$ cat config.mk
export PLATFORM = sky130hd
export DESIGN_NAME = arith_divf_result_stage
export DESIGN_NICKNAME = d
export VERILOG_FILES = /design/src/rtl/arith_divf_result_stage.sv
export SDC_FILE = /design/constraint.sdc
export NUM_CORES = 1
export LEC_CHECK = 0
export CAP_MARGIN = 20
export CORE_MARGIN = 2
export CORE_UTILIZATION = 39
export CTS_CLUSTER_DIAMETER = 40
export DETAILED_ROUTE_END_ITERATION = 12
export GPL_TIMING_DRIVEN = 0
export PLACE_DENSITY = 0.86
export SYNTH_ARGS = -nofsm -noshare
export SYNTH_HDL_FRONTEND = slang
export SYNTH_SLANG_ARGS = --single-unit
export TNS_END_PERCENT = 100
$ cat constraint.sdc
create_clock -name clk -period 2.55 [get_ports clk]
set_input_delay 0.3825 -clock clk [delete_from_list [all_inputs] [get_ports clk]]
set_output_delay 0.3825 -clock clk [all_outputs]
set_load 0.02 [all_outputs]
$ cat src/rtl/arith_divf_result_stage.sv
// arith_divf_result_stage: classifies IEEE-754 divide exceptions, canonicalises NaN
// quotients and buffers {flags, result} in a small FIFO with a sticky flag register.
module arith_divf_result_stage #(
    parameter int WIDTH = 32,
    parameter int DEPTH = 2
) (
    input  logic                     clk,
    input  logic                     rst_n,
    input  logic                     in_valid,
    output logic                     in_ready,
    input  logic [WIDTH-1:0]         in_a,
    input  logic [WIDTH-1:0]         in_b,
    input  logic [WIDTH-1:0]         in_result,
    output logic                     out_valid,
    input  logic                     out_ready,
    output logic [WIDTH-1:0]         out_result,
    output logic [3:0]               out_flags,
    output logic [3:0]               sticky_flags,
    input  logic                     flags_clear,
    output logic [$clog2(DEPTH):0]   count
);
    localparam int EW = (WIDTH == 64) ? 11 : 8;
    localparam int MW = WIDTH - 1 - EW;
    localparam int AW = $clog2(DEPTH);
    localparam logic [WIDTH-1:0] QNAN = {1'b0, {EW{1'b1}}, 1'b1, {(MW-1){1'b0}}};

    if (WIDTH != 32 && WIDTH != 64) begin : g_bad_width
        $fatal(1, "arith_divf_result_stage: WIDTH must be 32 or 64");
    end
    if (DEPTH < 2 || (DEPTH & (DEPTH - 1)) != 0) begin : g_bad_depth
        $fatal(1, "arith_divf_result_stage: DEPTH must be a power of two >= 2");
    end

    // Class vector: {snan, nan, inf, zero, sub}
    function automatic logic [4:0] classify(input logic [WIDTH-1:0] x);
        logic e_ones, e_zero, m_zero;
        e_ones = &x[WIDTH-2:MW];
        e_zero = ~|x[WIDTH-2:MW];
        m_zero = ~|x[MW-1:0];
        return {e_ones & ~m_zero & ~x[MW-1], e_ones & ~m_zero, e_ones & m_zero,
                e_zero & m_zero, e_zero & ~m_zero};
    endfunction

    logic [4:0]       w_ca, w_cb, w_cr;
    logic             w_fin_a, w_fin_b;
    logic [3:0]       w_flags;
    logic [WIDTH-1:0] w_res;
    logic             w_push, w_pop;

    logic [WIDTH+3:0] r_mem [DEPTH];
    logic [AW-1:0]    r_wptr, r_rptr;
    logic [AW:0]      r_count;
    logic [3:0]       r_sticky;

    always_comb begin
        w_ca    = classify(in_a);
        w_cb    = classify(in_b);
        w_cr    = classify(in_result);
        w_fin_a = ~(w_ca[3] | w_ca[2]);
        w_fin_b = ~(w_cb[3] | w_cb[2]);
        w_flags = {(w_ca[1] & w_cb[1]) | (w_ca[2] & w_cb[2]) | w_ca[4] | w_cb[4],
                   w_cb[1] & w_fin_a & ~w_ca[1],
                   w_cr[2] & w_fin_a & w_fin_b & ~w_cb[1],
                   (w_cr[1] | w_cr[0]) & w_fin_a & ~w_ca[1] & w_fin_b & ~w_cb[1]};
        w_res   = w_cr[3] ? QNAN : in_result;
    end

    assign in_ready     = r_count != (AW+1)'(DEPTH);
    assign out_valid    = r_count != '0;
    assign w_push       = in_valid & in_ready;
    assign w_pop        = out_valid & out_ready;
    assign {out_flags, out_result} = out_valid ? r_mem[r_rptr] : '0;
    assign sticky_flags = r_sticky;
    assign count        = r_count;

    always_ff @(posedge clk) begin
        if (w_push) r_mem[r_wptr] <= {w_flags, w_res};
    end

    always_ff @(posedge clk or negedge rst_n) begin
        if (!rst_n) begin
            r_wptr   <= '0;
            r_rptr   <= '0;
            r_count  <= '0;
            r_sticky <= '0;
        end else begin
            r_wptr  <= w_push ? r_wptr + AW'(1) : r_wptr;
            r_rptr  <= w_pop ? r_rptr + AW'(1) : r_rptr;
            r_count <= r_count + (AW+1)'(w_push) - (AW+1)'(w_pop);
            // A clear coinciding with a pop keeps only the popped entry's flags
            if (w_pop) r_sticky <= (flags_clear ? 4'b0 : r_sticky) | out_flags;
            else if (flags_clear) r_sticky <= 4'b0;
        end
    end
endmodule

Word-level counts from Yosys, hierarchy flattened
Memories as Yosys holds them, arrays and structs flattened.
Cells that the tools add are included.
- output and inout bits: 44
- flip-flop bits (word level): 8
- bits in writable memories: 72
- word-level logic and storage cells: 70
- memories kept: 1
- memory list (memory ; words ; bits a word ; rd ports ; clocked after memory_dff ; wr ports ; line ; source):
    r_mem ; 2 ; 36 ; 1 ; 0 ; 1 ; 50 ; logic [WIDTH+3:0] r_mem [DEPTH];
- bitwise logic cells: 38
- muxes and demuxes: 6
- add/subtract/negate cells: 4
- reduce and logical (&&, ||, !) cells: 16
- equal/unequal tests: 1
- operator list (kind ; number):
    $reduce_or 23->1 ; 3
    $mux 36 ; 1
    $mux 32 ; 1
    $and 1x1->1 ; 25
    $reduce_and 8->1 ; 3
    $reduce_or 8->1 ; 3
    $mux 4 ; 2
    $logic_not 1->1 ; 6
    $not 1->1 ; 6
    $or 1x1->1 ; 6
    $or 4x4->4 ; 1
    $add 1x1->1 const B ; 2
    $add 2x1->2 ; 1
    $mux 1 ; 2
    $ne 2x2->1 const B ; 1
    $reduce_bool 2->1 ; 1
    $sub 2x1->2 ; 1

Logic depth before layout (Yosys ltp)
- depth after elaboration: 9
- mapped depth: 9
- mapped depth without buffers: 9

Worst setup path before layout
No wires, ideal clock.
- kind: reg-to-reg
- from: reg r_count[0] (netlist: count[0])
- to: mem r_mem[0][0] (netlist name) (enable)
- data required time: 2121 ps
- arrival time: 2438 ps
- stages on the path, launching flop included: 4
- buffers on the path: 0
- slack: -317 ps
- period minus slack after synthesis: 2867 ps
- cell sequence: dfrtp_1 nand2b_1 nand2_1 nor2_1
- cells in the longest elaborated chain, start to end: 4
- RTL lines (element ; line ; source):
    from (decl) ; 52 ; logic [AW:0] r_count;
    from (signal assigned) ; 89 ; r_count <= r_count + (AW+1)'(w_push) - (AW+1)'(w_pop);
    $ne 2x2->1 ; 68 ; assign in_ready = r_count != (AW+1)'(DEPTH);
    via in_ready ; 10 ; output logic in_ready,
    $and 1x1->1 ; 70 ; assign w_push = in_valid & in_ready;
    $mux 1 ; 77 ; if (w_push) r_mem[r_wptr] <= {w_flags, w_res};
    $mux 1 (implied by the code) ; 77 ;
    to (decl) ; 50 ;
The timed path passes the listed nets, and every way through them passes these cells.

Final worst setup path
- from: reg r_count[1] (netlist: count[1])
- to: out out_result[26]
- cells in the longest elaborated chain, start to end: 2
- RTL lines (element ; line ; source):
    $reduce_bool 2->1 ; 69 ; assign out_valid = r_count != '0;
    $mux 36 ; 72 ; assign {out_flags, out_result} = out_valid ? r_mem[r_rptr] : '0;
    to (decl) ; 16 ; output logic [WIDTH-1:0] out_result,
No other way between the ends.

==> flow_summary.toml <==
[logic_synthesis]
yosysMostFrequentCell = "edfxtp_1"
yosys-top-cells-count = "72 x edfxtp_1, 46 x nor2_1, 36 x mux2i_1, 19 x and2_1, 19 x nor4_1"
synth_edf_count = 72
synth_area_um2 = 3560
yosys.area_share.adder = 0.007030
synth_xor_area_frac = 0.009842
ys_seq_area_frac = 0.6636
yosysUniqueCellTypes = 28
ys_seq_elements = 80
synth_top_family_by_area = "simple AND/OR/NAND/NOR gates"
synthFlopType = "edfxtp_1"
async_flop_share = 0.1000
synth-compound-area-share = 0.01617
synth-simple-area-share = 0.1764
synth_top_area_share = 0.6074
synthTopCellsByArea = "edfxtp_1 61%, mux2i_1 10%, dfrtp_1 5.6%, nor2_1 4.9%, and2_1 3.3%"
synthCells = 272
synth_top_area_cell = "edfxtp_1"
syn_avg_cell_area_um2 = 13.09
synth-warning-count = 0
syn_nets = 375
muxShareOfSynthArea = 0.1012

[critical_path]
critical_path_arrival_ns = 2.05
r2r_start = "count[1]"
path_buf_inv = 2
end_kind = "primary output"
reg2reg_to = "count[1]"
cp_top_family = "buffers and inverters"
required_ns = 2.17
worstSetupPathType = "flop to primary output"
critPathMaxStageDelay_ns = 0.54
crit_fanout = 10
r2r_setup_slack_ns = 0.51
crit_path_cell_trace = "nor2_4 -> clkbuf_2 -> nor2_1 -> clkdlybuf4s50_1"
rr_worst_depth = 9
cpMaxStageDelayCell = "clkdlybuf4s50_1"
cp-start-kind = "flop"

[power_and_ir_drop]
p_per_area_nw_per_um2 = 1001
p_leak_nw = 1.940
power.total_mw = 5.363
ir_drop_v = 0.0003498

[final_layout]
area_delta_synth_final_pct = 50.47
final_nets = 529
layout-drive-gt1-share = 0.06729
diodes = 0
fill_cells = 687

[detailed_routing]
viasPerCell = 5.208
route.detailed.drc = 0
ant_nets = 0
dr.pass1.iters = 4
vias = 2807
wl_um = 8612
wl_per_cell_um = 15.98
drtIter0Drc = 66

[die]
num_io_pins = 145
rows = 34
die-area_um2 = 9907
fp.coreArea_um2 = 8806
start_util = 0.4042
die_w_um = 99.54
die_h_um = 99.54

[placement]
gp_congestion = 0.8634
portBuffers = 142
dpl.hpwl_um = 6759

[sta]
fin_setup_tns_ns = 0
fmax_mhz = 411.7
finalCritPeriodShare = 0.9526
layout_min_cycle_time_ns = 2.429
slew_headroom = 0.4312
skew_ns = 0.01054
worst_pin_slew_ns = 0.8533
slew_viol_final = 0
hold_violations = 0
setup_viol = 0
rsz0062_at_grt = "no"

[clock_tree]
cts_hold_buf = 0
clk_latency_ns = 0.35
post_cts_buffers = 0
cts_sinks = 80
clockBufferDepth = 2
htreeDepth = 3
cts.clk_slew.worst_paths_ns = 0.08
tritoncts = "yes"
numCtsBuffers = 9
cts-root-buf = "clkbuf_8"

[grt]
met2_usage = 0.3306
use_met1 = 0.1739
grt-ovfl-total = 0
grt_first_pass_wirelength_um = 13230
grt_start_max_net_pins = 37
grtUsageMet3 = 0.03795
track_usage = 0.1757
antenna_found_initial = 0
grt_pass1_vias = 2877
grt_busiest_layer = "met2"

[status]
status = "finished clean"

[worst_hold_path]
min_path_type = "primary input to asynchronous set/reset pin"

[run]
drv_cap = 0
[sequential cells by signal, summed over array words and instances, names as in the netlist]
signal / cells
r_rptr: 1
r_mem: 72
count: 2
r_wptr: 1
sticky_flags: 4
[stage by stage]
stage,hold slack [ns],util,cell area [µm²],std cells,setup WS [ns]
3_3_place_gp,0.4956,0.5813,5119,522,-0.2713
6_report,0.3083,0.6083,5356,539,0.1207
5_1_grt,0.3294,0.6083,5356,539,0.01750
2_1_floorplan,0.08691,-,3562,272,0.2749
4_1_cts,0.3026,0.6070,5345,539,-0.07091
3_5_place_dp,0.5283,0.5851,5152,523,-0.08429
[layout by cell type, fill, tap and decap left out, types with 2 or more instances in the layout]
| cell | instances |
|---|---|
| clkdlybuf4s50_1 | 142 |
| o22ai_1 | 4 |
| inv_6 | 2 |
| nor2_1 | 44 |
| dfrtp_1 | 8 |
| clkbuf_1 | 10 |
| edfxtp_1 | 72 |
| clkbuf_2 | 3 |
| clkinv_2 | 2 |
| nand2_1 | 5 |
| or4_1 | 3 |
| inv_1 | 7 |
| clkbuf_8 | 9 |
| nor3_1 | 4 |
| ha_1 | 2 |
| buf_4 | 3 |
| nor2_4 | 2 |
| and2_1 | 19 |
| nand4_1 | 10 |
| xnor2_1 | 4 |
| nand2b_1 | 2 |
| mux2i_1 | 36 |
| or4_4 | 2 |
| nor2b_1 | 4 |
| nor4_1 | 19 |
[worst max-delay path by stage]
| stage | startpoint | endpoint | slack (ns) | cells after the start |
|---|---|---|---|---|
| floorplan | count[0] | r_mem[0][0] | 0.27 | 3 |
| global placement | in_valid | r_mem[0][21] | -0.27 | 3 |
| detailed placement | count[1] | out_result[16] | -0.08 | 4 |
| CTS | r_rptr | out_result[26] | -0.07 | 5 |
| global route | r_rptr | out_result[10] | 0.02 | 5 |
| finish | count[1] | out_result[26] | 0.12 | 4 |
[cells by family (layout without fill, tap and decap cells)]
family | count (synthesis) | in the layout
and+or+nand+nor | 118 | 118
adders and majority gates | 2 | 2
buffers and inverters | 24 | 183
muxes | 36 | 36
AOI/OAI and AO/OA | 8 | 8
xor gates and xnor gates | 4 | 4
DFF | 80 | 80
[layout make-up]
type	count	area, µm²	area share
clock inverter	7	55.05	0.01028
multi-input combinational	168	1122	0.2095
sequential	80	2362	0.4410
tap	108	135.1	0.02523
clock buffer	9	123.9	0.02313
timing repair buffer	143	1449	0.2705
buffer	17	82.58	0.01542
inverter	7	26.28	0.004905
[worst reg2reg max path, cell delays in order (launching register included)]
cell and delay, ns:
dfrtp_1 0.46, nor2_4 0.31, inv_1 0.11, nand2_1 0.22, inv_1 0.08, ha_1 0.27
inv_1 0.04, ha_1 0.17, xnor2_1 0.18, xnor2_1 0.13
[metal layers]
metal | vias to the layer above | routed length [µm] | share of wire
met5 | - | 0 | 0
met1 | 1310 | 3082 | 0.36
met4 | 0 | 342 | 0.040
met2 | 148 | 4578 | 0.53
li1 | 1321 | - | -
met3 | 28 | 609 | 0.071
[power breakdown]
group | switching (mW) | leakage [nW] | internal, mW
Clock | 0.469 | 0.0919 | 0.365
Sequential | 0.118 | 0.770 | 1.80
Combinational | 1.38 | 1.08 | 1.22
[repair_timing]
| item | 4_1_cts | 5_1_grt |
|---|---|---|
| cloned | 0 | 0 |
| pin swaps | 0 | 0 |
| gates resized for setup | 7 | 9 |
| endpoints found under the setup margin | 36 | 29 |
Power figures use the tool's default switching activity.
